**config.mk**
```make
export PLATFORM = sky130hd
export DESIGN_NAME = dtm_dmi_bridge
export DESIGN_NICKNAME = d
export VERILOG_FILES = /design/src/rtl/dtm_dmi_bridge.sv
export SDC_FILE = /design/constraint.sdc
export NUM_CORES = 1
export LEC_CHECK = 0
export CAP_MARGIN = 20
export CORE_ASPECT_RATIO = 1.1
export CORE_UTILIZATION = 54
export CTS_BUF_LIST = sky130_fd_sc_hd__clkbuf_8
export DETAILED_ROUTE_END_ITERATION = 10
export PLACE_DENSITY = 0.83
export SYNTH_ARGS = -nofsm -noshare
export SYNTH_HDL_FRONTEND = slang
export SYNTH_SLANG_ARGS = --single-unit
```
**constraint.sdc**
```tcl
create_clock -name clk -period 2.55 [get_ports clk]
set_input_delay 0.765 -clock clk [delete_from_list [all_inputs] [get_ports clk]]
set_output_delay 0.765 -clock clk [all_outputs]
set_load 0.03 [all_outputs]
```
**src/rtl/dtm_dmi_bridge.sv**
```systemverilog
// JTAG USER-chain to DMI bridge: DTMCS/DMI shift register on one side,
// a single-outstanding valid/ready debug request/response port on the other.
module dtm_dmi_bridge #(
  parameter int ABITS     = 7,
  parameter int IDLE_HINT = 5
) (
  input  logic             clk,
  input  logic             rstn,
  input  logic             sel,
  input  logic             reg_sel,
  input  logic             capture,
  input  logic             shift,
  input  logic             update,
  input  logic             tdi,
  output logic             tdo,
  output logic             debug_req_valid,
  input  logic             debug_req_ready,
  output logic [ABITS-1:0] debug_req_bits_addr,
  output logic [1:0]       debug_req_bits_op,
  output logic [31:0]      debug_req_bits_data,
  input  logic             debug_resp_valid,
  output logic             debug_resp_ready,
  input  logic [1:0]       debug_resp_bits_resp,
  input  logic [31:0]      debug_resp_bits_data,
  output logic             busy
);

  localparam int         W          = ABITS + 34;
  localparam logic [5:0] ABITS_FLD  = ABITS[5:0];
  localparam logic [2:0] IDLE_FLD   = IDLE_HINT[2:0];

  typedef enum logic [1:0] {IDLE, REQ, RESP} state_t;

  state_t           state_q, state_d;
  logic [W-1:0]     sr;
  logic [31:0]      rdata;
  logic [ABITS-1:0] last_addr;
  logic [ABITS-1:0] req_addr;
  logic [1:0]       req_op;
  logic [31:0]      req_data;
  logic             sticky_busy, sticky_err, drop;

  // Strobe decode: update beats capture beats shift.
  logic do_update, do_capture, do_shift;
  logic dmi_update, dtmcs_update;
  assign do_update    = sel & update;
  assign do_capture   = sel & capture & ~update;
  assign do_shift     = sel & shift & ~capture & ~update;
  assign dmi_update   = do_update & reg_sel;
  assign dtmcs_update = do_update & ~reg_sel;

  logic [1:0]       upd_op;
  logic [31:0]      upd_data;
  logic [ABITS-1:0] upd_addr;
  assign upd_op   = sr[1:0];
  assign upd_data = sr[33:2];
  assign upd_addr = sr[W-1:34];

  logic stickies_clear, dmi_issue, dmi_collide, req_fire, resp_fire;
  assign stickies_clear = ~sticky_busy & ~sticky_err;
  assign dmi_issue      = dmi_update & stickies_clear & (state_q == IDLE) &
                          ((upd_op == 2'd1) | (upd_op == 2'd2));
  assign dmi_collide    = dmi_update & stickies_clear & (state_q != IDLE);
  assign req_fire       = (state_q == REQ) & debug_req_ready;
  assign resp_fire      = (state_q == RESP) & debug_resp_valid;

  logic [1:0] status;
  always_comb begin
    // NOTE: every combinational output gets a default first so no path can infer a latch.
    status = 2'd0;
    if (sticky_busy)     status = 2'd3;
    else if (sticky_err) status = 2'd2;
  end

  logic [31:0] dtmcs_word;
  assign dtmcs_word = {14'b0, 2'b0, 1'b0, IDLE_FLD, status, ABITS_FLD, 4'd1};

  always_comb begin
    state_d = state_q;
    unique case (state_q)
      IDLE:    if (dmi_issue) state_d = REQ;
      REQ:     if (req_fire)  state_d = RESP;
      RESP:    if (resp_fire) state_d = IDLE;
      default: state_d = IDLE;
    endcase
  end

  // NOTE: sequential state is written only with non-blocking assignments so all
  // registers sample the same pre-edge values regardless of statement order.
  always_ff @(posedge clk) begin
    if (!rstn) state_q <= IDLE;
    else       state_q <= state_d;
  end

  always_ff @(posedge clk) begin
    if (!rstn) begin
      sr          <= '0;
      rdata       <= '0;
      last_addr   <= '0;
      req_addr    <= '0;
      req_op      <= '0;
      req_data    <= '0;
      sticky_busy <= 1'b0;
      sticky_err  <= 1'b0;
      drop        <= 1'b0;
    end else begin
      if (do_shift) begin
        if (reg_sel) sr       <= {tdi, sr[W-1:1]};
        else         sr[31:0] <= {tdi, sr[31:1]};
      end else if (do_capture) begin
        if (reg_sel) sr       <= {last_addr, rdata, status};
        else         sr[31:0] <= dtmcs_word;
      end

      // Response first, so a colliding DMI update still sees a busy bridge.
      if (resp_fire) begin
        if (!drop) begin
          rdata <= debug_resp_bits_data;
          if (debug_resp_bits_resp != 2'd0) sticky_err <= 1'b1;
        end
        drop <= 1'b0;
      end

      if (dmi_issue) begin
        req_addr  <= upd_addr;
        req_op    <= upd_op;
        req_data  <= upd_data;
        last_addr <= upd_addr;
      end

      if (dmi_collide) sticky_busy <= 1'b1;

      if (dtmcs_update && (sr[16] || sr[17])) begin
        sticky_busy <= 1'b0;
        sticky_err  <= 1'b0;
      end

      // Only mark for discard if a transaction will still be in flight.
      if (dtmcs_update && sr[17] && (state_d != IDLE)) drop <= 1'b1;
    end
  end

  assign tdo                 = rstn & sr[0];
  assign debug_req_valid     = rstn & (state_q == REQ);
  assign debug_resp_ready    = rstn & (state_q == RESP);
  assign busy                = rstn & (state_q != IDLE);
  assign debug_req_bits_addr = rstn ? req_addr : '0;
  assign debug_req_bits_op   = rstn ? req_op   : '0;
  assign debug_req_bits_data = rstn ? req_data : '0;

endmodule

```
==> results.toml <==
[sta]
holdWs_ns = 0.4597
finalHoldViolCount = 0
setup_viol = 0
rsz0062_at_grt = "no"
fin_crit_sh_pct = 94.44
skew_ns = 0.01035
max_slew_margin_pct = 52.89
fmax_mhz = 415.2
tightest_slew_ns = 0.7067
finalSetupTns_ns = 0
drv_slew = 0
fin_crit_ns = 2.408

[global_routing]
grt_max_degree = 87
grt_pass1_vias = 4191
antenna_found_initial = 0
grt-ovfl-total = 0
grt_pass1_wl_microns = 20100
grt_usage_pct = 26.74

[cts]
cts_sinks = 119
cts_tree = "built"
h-tree-depth = 4
cts-buffers-inserted = 17
cts-root-buf = "clkbuf_8"
insertion_delay_ns = 0.44
cts_setup_buffers = 0
clk_pin_slew_ns = 0.07
clk_path_buf_depth = 2

[critical_path]
r2r-start = "state_q[1]"
r2r-end = "rdata[5]"
worstPathRequired_ns = 1.79
start_kind = "primary input"
cp_max_fo = 86
r2r_setup_slack_ns = 1.04
crit_arrival_ns = 1.64
cp-end-kind = "output port"
crit_type = "in2out"
reg2regPathDepth = 5

[pwr]
vdd_drop_max_mv = 0.4250
p_per_area_mw_per_mm2 = 578.2
leakage_nw = 2.962

[logic_synthesis]
synth.area.top_cells = "dfxtp_1 (48%), nand2_1 (16%), mux2i_1 (8.0%), a21oi_1 (4.6%), inv_1 (3.4%)"
synth.yosys.seq_area_share_pct = 47.68
synth_top_family_by_area = "simple AND/OR/NAND/NOR gates"
postSynthAreaPerCell_sq_um = 7.918
synth_largest_area_cell = "dfxtp_1"
synth_compound_area_share_pct = 14.78
synth-seq-cells = 119
ys_warn_count = 0
netlist.area_leader.share_pct = 47.68
synthXorXnorAreaFrac_pct = 0.1753
syn_inst = 631
synth.area.mux_share_pct = 8.239
netlist_area_sq_mm = 0.004996
synthFlopType = "dfxtp_1"
synthSimpleGateAreaFrac_pct = 21.59
ys_async_sr_fraction_pct = 0
netlist-cell-type-count = 42
synth_edf_count = 0
syn-num-nets = 675
synth_adder_area_share_pct = 0

[detailed_routing]
via_count = 4707
route.detailed.drc = 0
vias_per_cell = 5.423
route.met2.wl_microns = 5803
avgRoutedWirePerCell_microns = 14.12
dr.pass1.iters = 5
highest_layer = "met4"
wl_met1_microns = 5579
drt-total-wl_microns = 12260
wl_met3_microns = 720
drtAntennaViolNets = 0
initialDrtViolationCount = 397

[hold_path]
hold_end = "rdata[15]"
whs_path_depth = 2
hold_path_class = "reg2reg"
holdCritStartpoint = "rdata[15]"

[floorplan]
die_w_microns = 93.71
pin_count = 89
die_h_microns = 102.9
rows = 36
start_util_pct = 56.02
die-area_sq_mm = 0.009641
core_sq_mm = 0.008919

[cells_and_area]
area_growth_pct = 31.20
nets = 785
regArea_sq_mm = 0.002382
drive_above_1_share_pct = 17.90
multiInputGateArea_sq_mm = 0.002260
nFillCells = 657
diodes = 0

[outcome]
status = "complete, no violations"

[placement]
dp_hpwl_microns = 8085
port_buffers = 88
gp_congestion = 0.8366

[run]
max_cap_viol_count = 0
==> what timing repair did <==
| item | CTS | global route |
|---|---|---|
| setup endpoints to repair | 1 | 0 |
| hold buffers | 0 | 0 |
| resized for setup | 2 | 0 |
==> cells in the final DEF (no fill, tap or decap), drive strengths merged, types with 2 or more instances in the layout <==
master,n
bufinv,2
nor3b,7
clkdlybuf4s50,42
a21oi,46
o2bb2ai,2
nor2,13
clkbuf,18
and2,3
nand3b,2
nand2b,2
nand4bb,2
nor3,2
clkinv,7
a311oi,10
buf,96
mux2i,40
nand2,208
inv,47
o21ai,26
nand3,2
a41oi,2
a31oi,23
nand4,3
clkinvlp,4
nor4bb,2
nor2b,3
dfxtp,119
o32ai,6
==> synthesized netlist by cell type, types with 2 or more instances <==
master and number:
clkbuf_1 38, nor3b_1 7, inv_1 45, o21ai_0 26, nand4_1 2, buf_2 7, nor4bb_1 2, o32ai_1 6
nand4bb_1 2, a41oi_1 2, nor2b_1 3, buf_6 2, nor2_1 13, dfxtp_1 119, o2bb2ai_1 2, nand2_1 208
nand2b_1 2, nor3_1 2, mux2i_1 40, nand3b_1 2, nand3_1 2, and2_1 3, a311oi_1 10, a21oi_1 46
a31oi_1 23
==> how the worst max path moves through the flow <==
stage / startpoint / end / slack [ns] / depth (start not counted)
after floorplan: rstn / debug_req_bits_data[0] / -0.02 / 5
final: rstn / debug_req_bits_data[29] / 0.14 / 5
after global placement: rstn / busy / 0.07 / 4
after CTS: rstn / debug_req_bits_data[29] / 0.17 / 5
after detailed placement: rstn / busy / 0.08 / 4
after global routing: rstn / debug_req_bits_data[29] / 0.08 / 5
==> registers in the layout, summed over array words and instances (netlist names) <==
name and cells:
rdata 32, req_op 2, drop 1, sticky_err 1, sr 41, state_q 2
req_data 32, req_addr 7, sticky_busy 1
==> where the power goes <==
group          switching (W)  leakage, nW  total, W  internal, W
sequential         0.0000106        0.960   0.00188      0.00187
clock               0.000789        0.191   0.00169     0.000898
combinational       0.000116         1.81  0.000221     0.000105
total               0.000916         2.96   0.00379      0.00287
==> cells by family after synthesis <==
kind of cell    after synthesis
mux                          41
flops                       119
compound gates              122
xor+xnor                      1
simple gates                254
buf+inv                      94
==> stage by stage <==
stage	std cells	setup slack, ns	total power, W	utilization [%]	area [sq um]
after floorplan	631	-0.01698	0.002029	-	5002
after global placement	836	0.07158	0.002138	69.00	6153
after detailed placement	836	0.07538	0.002142	69.00	6153
after CTS	868	0.1735	0.003800	73.50	6555
after global routing	868	0.07694	0.003914	73.50	6555
final	868	0.1418	0.003790	73.50	6555
==> per-layer routing <==
metal	vias to the layer above	track usage, %
met2	170	41.27
met4	0	8.521
met3	18	6.711
li1	2326	-
met1	2193	36.79
met5	-	0
==> worst max-delay path: stages <==
cell and delay (ns):
buf_2 0.12, buf_12 0.30, nand2_1 0.13, inv_1 0.11, buf_4 0.16
==> cell type report <==
class / instances / share of cell area (%)
clock inverter: 14 / 2.329
sequential: 119 / 36.34
timing repair buffer: 139 / 18.27
multi-input combinational: 418 / 34.47
inverter: 46 / 2.634
tap: 114 / 2.176
clock buffer: 18 / 3.779
Note: power is estimated with default switching activity, not from simulation.
